<file path="config.mk">
export PLATFORM = sky130hd
export DESIGN_NAME = mem_arbiter
export DESIGN_NICKNAME = d
export VERILOG_FILES = /design/src/rtl/mem_arb_pkg.sv /design/src/rtl/mem_arb_prio.sv /design/src/rtl/mem_arbiter.sv
export SDC_FILE = /design/constraint.sdc
export NUM_CORES = 1
export LEC_CHECK = 0
export BUFFER_PORTS_ARGS = -buffer_cell sky130_fd_sc_hd__buf_2
export CORE_AREA = 2 2 105 107
export CTS_CLUSTER_SIZE = 8
export DETAILED_ROUTE_END_ITERATION = 10
export DIE_AREA = 0 0 107 109
export SYNTH_ARGS = -nofsm -noshare
export SYNTH_HDL_FRONTEND = slang
export SYNTH_HIERARCHICAL = 1
export SYNTH_SLANG_ARGS = --single-unit
export TNS_END_PERCENT = 100
</file>
<file path="constraint.sdc">
create_clock -name clk -period 2.65 [get_ports clk]
set_input_delay 0.795 -clock clk [delete_from_list [all_inputs] [get_ports clk]]
set_output_delay 0.795 -clock clk [all_outputs]
set_load 0.03 [all_outputs]
</file>
<file path="src/rtl/mem_arb_pkg.sv">
// Shared types and constants for the two-port memory arbiter.
// Optional build macro MEM_ARB_RR_EN switches conflict resolution to round-robin.
package mem_arb_pkg;

  typedef enum logic [0:0] {
    StIdle,
    StResp
  } arb_state_e;

  localparam int unsigned PORT_CPU = 0;
  localparam int unsigned PORT_DMA = 1;

  localparam int unsigned DEF_AW        = 32;
  localparam int unsigned DEF_DW        = 32;
  localparam int unsigned DEF_MAX_BURST = 8;

  function automatic logic [1:0] port_onehot(input logic port);
    return port ? 2'b10 : 2'b01;
  endfunction

endpackage

</file>
<file path="src/rtl/mem_arb_prio.sv">
// Winner selection: lock override, then fixed priority or round-robin on conflict.
// Round-robin is built when MEM_ARB_RR_EN is defined; otherwise port 0 wins conflicts.
module mem_arb_prio
  import mem_arb_pkg::*;
(
  input  logic [1:0] req_i,
  input  logic       last_win_i,
  input  logic       lock1_i,
  input  logic       burst_sat_i,
`ifdef MEM_ARB_RR_EN
  input  logic       rr_last_i,
`endif
  output logic [1:0] sel_o,
  output logic       locked_o
);

  logic lock_hold;

  assign lock_hold = last_win_i & lock1_i & req_i[PORT_DMA] & ~burst_sat_i;
  assign locked_o  = lock_hold;

  always_comb begin
    sel_o = '0;
    if (lock_hold) begin
      sel_o = port_onehot(1'b1);
    end else if (&req_i) begin
`ifdef MEM_ARB_RR_EN
      // The port that did not win last time takes the conflict.
      sel_o = port_onehot(~rr_last_i);
`else
      sel_o = port_onehot(1'b0);
`endif
    end else begin
      sel_o = req_i;
    end
  end

endmodule

</file>
<file path="src/rtl/mem_arbiter.sv">
// Two-port memory arbiter: one access per two cycles, burst lock for port 1.
// Define MEM_ARB_RR_EN for round-robin conflict resolution (default fixed priority).
module mem_arbiter
  import mem_arb_pkg::*;
#(
  parameter int unsigned AW        = DEF_AW,
  parameter int unsigned DW        = DEF_DW,
  parameter int unsigned MAX_BURST = DEF_MAX_BURST
) (
  input  logic            clk,
  input  logic            reset,
  input  logic [1:0]      req,
  input  logic [1:0]      we,
  input  logic [2*AW-1:0] addr,
  input  logic [2*DW-1:0] wdata,
  input  logic            lock1,
  output logic [1:0]      gnt,
  output logic [1:0]      rvalid,
  output logic [DW-1:0]   rdata,
  output logic            mem_en,
  output logic            mem_we,
  output logic [AW-1:0]   mem_addr,
  output logic [DW-1:0]   mem_wdata,
  input  logic [DW-1:0]   mem_rdata,
  output logic            busy
);

  localparam int unsigned BW = $clog2(MAX_BURST + 1);
  localparam logic [BW-1:0] BurstMax = BW'(MAX_BURST);

  arb_state_e    state_q, state_d;
  logic          last_win_q, last_win_d;
  logic [BW-1:0] burst_cnt_q, burst_cnt_d;
`ifdef MEM_ARB_RR_EN
  logic          rr_last_q, rr_last_d;
`endif

  logic [1:0] sel;
  logic       locked;
  logic       burst_sat;
  logic       win;

  assign burst_sat = (burst_cnt_q >= BurstMax);
  assign win       = sel[PORT_DMA];

  mem_arb_prio u_prio (
    .req_i       (req),
    .last_win_i  (last_win_q),
    .lock1_i     (lock1),
    .burst_sat_i (burst_sat),
`ifdef MEM_ARB_RR_EN
    .rr_last_i   (rr_last_q),
`endif
    .sel_o       (sel),
    .locked_o    (locked)
  );

  always_comb begin
    state_d     = state_q;
    last_win_d  = last_win_q;
    burst_cnt_d = burst_cnt_q;
`ifdef MEM_ARB_RR_EN
    rr_last_d   = rr_last_q;
`endif
    gnt       = '0;
    rvalid    = '0;
    mem_en    = 1'b0;
    mem_we    = 1'b0;
    busy      = 1'b0;
    mem_addr  = win ? addr[2*AW-1:AW] : addr[AW-1:0];
    mem_wdata = win ? wdata[2*DW-1:DW] : wdata[DW-1:0];
    rdata     = mem_rdata;

    // Strobes stay low for the whole reset cycle regardless of state.
    if (reset) begin
      unique case (state_q)
        StIdle: begin
          if (|req) begin
            gnt        = sel;
            mem_en     = 1'b1;
            mem_we     = we[win];
            last_win_d = win;
            state_d    = StResp;
          end
        end
        StResp: begin
          rvalid  = port_onehot(last_win_q);
          busy    = 1'b1;
          state_d = StIdle;
        end
      endcase
    end

    if (!lock1 || gnt[PORT_CPU]) begin
      burst_cnt_d = '0;
    end else if (gnt[PORT_DMA] && locked) begin
      burst_cnt_d = burst_cnt_q + BW'(1);
    end

`ifdef MEM_ARB_RR_EN
    if (|gnt) begin
      rr_last_d = win;
    end
`endif
  end

  always_ff @(posedge clk) begin
    if (!reset) begin
      state_q     <= StIdle;
      last_win_q  <= 1'(PORT_CPU);
      burst_cnt_q <= '0;
`ifdef MEM_ARB_RR_EN
      rr_last_q   <= 1'b1;
`endif
    end else begin
      state_q     <= state_d;
      last_win_q  <= last_win_d;
      burst_cnt_q <= burst_cnt_d;
`ifdef MEM_ARB_RR_EN
      rr_last_q   <= rr_last_d;
`endif
    end
  end

endmodule

</file>
# After elaboration in Yosys (flattened, before gate mapping)

Index checks and enable logic that the tools add are counted.
W data, S select, Z words.

Register bits after elaboration: 6
Memories: 0
RAM bits: 0
Memory bits (read-only): 0
Latch bits: 0

Equal/unequal tests: 0
$lt $le $gt $ge: 2
Multiply operators: 0
$add $sub $neg: 1
Bitwise logic cells: 6
Reductions and logical operators: 7
Muxes and demuxes: 21
Shift operators: 0
Divide/modulo/power cells: 0

Operators with widths:

| cell                  | count |
|---|---|
| $mux W32              | 2 |
| $mux W2               | 8 |
| $mux W1               | 10 |
| $add A4 B1 Y4 const B | 1 |
| $ge A4 B4 Y1 const B  | 1 |
| $reduce_and A2 Y1     | 2 |
| $reduce_or A2 Y1      | 2 |
| $and A1 B1 Y1         | 3 |
| $not A1 Y1            | 3 |
| $lt A1 B2 Y1 const B  | 1 |
| $pmux W1 S2           | 1 |
| $logic_and A1 B1 Y1   | 1 |
| $logic_not A1 Y1      | 1 |
| $logic_or A1 B1 Y1    | 1 |

# Longest topological paths before layout

Depth after elaboration: 9
Mapped depth: 8
Gate-level depth less buffers: 5

# By module

The synthesis kept the hierarchy.

By module, submodules not included:

| module       | times used | sequential area each (um^2) | area an instance (um^2) | cells each |
|---|---|---|---|---|
| mem_arbiter  | 1          | 120.1                       | 1420.1                  | 155 |
| mem_arb_prio | 1          | 0.0                         | 42.5                    | 5 |

# Least setup slack after synthesis

No wires, ideal clock.

Path type: input to output
Start: input port lock1
End: output port mem_we
Data required time: 1855 ps
Path buffers: 3
Data arrival time: 2201 ps
Setup slack: -346 ps
Stages on the path: 7
Cells stage by stage: nand4b_4 o21ai_0 buf_2 buf_2 buf_4 mux2i_1 nor3_1

Longest elaborated chain between the ends: 9

RTL lines:

| element                                     | RTL line           | text |
|---|---|---|
| start: declaration                          | mem_arbiter.sv:16  | `input logic lock1,` |
| $and A1 B1 Y1 (3 in series)                 | mem_arb_prio.sv:19 | `assign lock_hold = last_win_i & lock1_i & req_i[PORT_DMA] & ~burst_sat_i;` |
| $mux W2                                     | mem_arb_prio.sv:24 | `if (lock_hold) begin` |
| via sel[1]                                  | mem_arbiter.sv:38  | `logic [1:0] sel;` |
| $mux W1 (not written as such) (2 in series) | mem_arbiter.sv:81  | `mem_we = we[win];` |
| $mux W1                                     | mem_arbiter.sv:78  | `if (\|req) begin` |
| $mux W1                                     | mem_arbiter.sv:76  | `unique case (state_q)` |
| $mux W1                                     | mem_arbiter.sv:75  | `if (reset) begin` |
| end: declaration                            | mem_arbiter.sv:21  | `output logic mem_we,` |

The timed path passes the listed nets, and every way through them passes these cells. The select of a mux whose other input is x is not followed.

# Worst setup path in the final report

Start: input port lock1
End: output port mem_wdata[21]

Longest elaborated chain between the ends: 5

RTL lines:

| element                     | RTL line           | text |
|---|---|---|
| $and A1 B1 Y1 (3 in series) | mem_arb_prio.sv:19 |  |
| $mux W2                     | mem_arb_prio.sv:24 |  |
| via sel[1]                  | mem_arbiter.sv:38  |  |
| $mux W32                    | mem_arbiter.sv:71  | `mem_wdata = win ? wdata[2*DW-1:DW] : wdata[DW-1:0];` |
| end: declaration            | mem_arbiter.sv:23  | `output logic [DW-1:0] mem_wdata,` |

The timed path passes the listed nets, and every way through them passes these cells.

==> qor.txt <==
worst clock skew: 0.00176 ns
number of global-route vias before repair: 2043
Final Wtd Congestion: 0.657
final instance count without filler cells: 489
dominant synthesized flop cell: dfxtp_1
RR Endpoint: burst_cnt_q[0]
Critical Path Start Type: input pin
Initial Util: 13.8%
RSZ-0062 raised after global routing: true
First-pass DRT Iterations: 4
Clock Pin Slew Worst Setup and Hold Paths: 0.04 ns
Tot GR Track Use: 10.8%
most used cell along the critical path: buf_6
worst min-delay path endpoint: burst_cnt_q[2]
slowest stage delay, CP: 0.31 ns
share of layout cells above drive strength 1: 88.5%
yosys warns: 6
crit path from: lock1
num ports: 270
initial antenna violation count: 3
CORE AREA: 0.0106 mm²
H-tree depth: 1
clock sinks: 6
fin crit share: 102%
count leader, synth: mux2_2
HP Start: burst_cnt_q[2]
1st-iter DRT viols: 63
Max Cap Viol: 0
highest-delay cell along the critical path: mux2_4
Critical Path Fanout Max: 8
Pwr Total: 1.03 mW
ANT nets after route: 0
routed vias: 1994
final wirelength: 7780 µm
Synth Cell Area: 0.00146 mm²
Distinct cells, synth: 27
VDD IR max: 0.0000965 V
syn nets: 329
final hold vios: 0
Final Max Tran Viols: 0
Placed Instances: 470
Port-buffer cells: 205
required time worst endpoint: 1.86 ns
Area Growth Syn to Fin: 139%
clock root cell: clkbuf_8
failing checks: negative setup slack
largest net degree at the start of global routing: 20
DR DRC count: 0
worst skew pair latency: 0.22 ns
Hold Path Class: flop to flop
met1 Usage GRT: 11.1%
Peak Freq: 371 MHz
Routed WL per cell: 15.9 µm
worst-margin pin slew: 0.331 ns
Post-Syn Instances: 160
total negative slack: -1.06 ns
row cnt: 38
R2R Setup Slk: 0.75 ns
DP Wirelength: 5260 µm
number of flops mapped to enable cells by yosys: 0
number of setup violations in the final report: 55
Die H: 109 µm
crit path cell chain: buf_8 -> nand4b_4 -> o21ai_4 -> buf_6 -> clkbuf_16 -> mux2_4 -> buf_6
top cells by area, synth: mux2_2, buf_4, dfxtp_1, buf_2, inv_1
first-pass GRT wire length: 9720 µm
pre-CTS WS: -0.185 ns
CTS tree: done
met2 Use GR: 19.7%
crit end category: output pin
DR vias/cell: 4.08
CTS max path bufs: 2
CTS Hold Bufs: 0
Nets: 518
Final min period: 2.69 ns
number of synthesized register bits: 6
worst reg-to-reg path cell count: 8
die area: 0.0117 mm²
Critical Path AT: 1.90 ns
Worst slew margin: 77.7%
met3 usage: 2.99%
Congestion Overflow GR: 0
Crit Reg-Reg Startpoint: last_win_q
Setup CP Type: input pin to output pin
pwr dens: 295 mW/mm²
Worst Hold Depth: 2
syn_area_per_cell: 9.14 µm²
sequential fraction of the synthesis area: 8.21%
Synth area leader: mux2_2
DIE WIDTH: 107 µm
Final WS setup: -0.0425 ns
Pleak: 1.82 nW
GR peak layer: met2
CTS buffer count: 3
status: complete, but fails checks
fraction of registers with async set/reset: 0%
Synth top area share: 49.3%
most common library cells after synthesis: mux2_2, buf_4, inv_1
## power breakdown
group / leakage [nW] / switching (mW) / internal, mW / total [mW]
Combinational: 1.75 / 0.370 / 0.427 / 0.797
Clock: 0.0216 / 0.0412 / 0.0978 / 0.139
Sequential: 0.0487 / 0.00253 / 0.0928 / 0.0954
## metrics by stage
| step | cell area, µm² | utilization (%) | hold slack [ns] |
|---|---|---|---|
| CTS | 3200 | 30.1 | 0.515 |
| global route | 3490 | 32.9 | 0.551 |
| detailed placement | 2470 | 23.3 | 0.506 |
| floorplan | 1480 | - | 0.478 |
| global placement | 2470 | 23.3 | 0.499 |
| finish | 3490 | 32.9 | 0.510 |
## cells by family (layout without fill, tap and decap cells)
kind of cell	count (synthesis)	after routing	synth area share [%]
AO/OA/AOI/OAI	13	13	6.76
adder cells (fa/ha/maj)	2	2	1.71
buffers and inverters	53	240	23.3
flip-flops	6	6	8.21
multiplexers	67	67	51.3
other	0	2	0
AND/OR/NAND/NOR	19	19	8.72
## layer usage
| metal | wire [µm] | up-vias |
|---|---|---|
| li1 | - | 911 |
| met1 | 2750 | 921 |
| met2 | 4100 | 136 |
| met3 | 686 | 24 |
| met4 | 221 | 2 |
| met5 | 13 | - |
## worst max-delay path by stage
stage,endpoint,slack [ns]
finish,mem_wdata[21],-0.04
global route,mem_wdata[19],-0.09
CTS,mem_wdata[3],-0.11
detailed placement,mem_wdata[28],-0.19
global placement,mem_wdata[28],-0.16
floorplan,mem_addr[30],-0.04
## area by class of cell
class                      instances  area (µm²)
sequential                         6         120
inverter                          10        37.5
multi-input combinational        101        1280
tap                              140         175
fill                            1076        7110
clock buffer                       3        41.3
timing repair buffer             227        1830
antenna                            2        5.00
## repair_timing
item                       4_1_cts  5_1_grt
hold endpoints to repair         0        0
pin swaps                        1        1
resized for setup              154       85
cloned                           5        4
buffers inserted                 6        2
setup endpoints to repair       66       66
## cells in the final DEF (no fill, tap or decap), types with 3 or more instances in the layout
cell type	n
clkbuf_16	4
o211ai_1	4
buf_8	3
mux2_4	64
buf_6	69
buf_16	3
buf_2	135
nand2_1	3
buf_12	4
dfxtp_1	6
clkbuf_8	3
a21oi_1	3
inv_1	8
buf_4	9
## flip-flops by register name (all words and copies together) (netlist names)
register,count
burst_cnt_q,4
state_q,1
last_win_q,1
## critical path: cells and delay by family
kind	cells	cell delay [ns]
compound gates	1	0.11
mux	1	0.31
simple gates	1	0.11
buf+inv	4	0.57
Note: power is estimated with default switching activity, not from simulation.
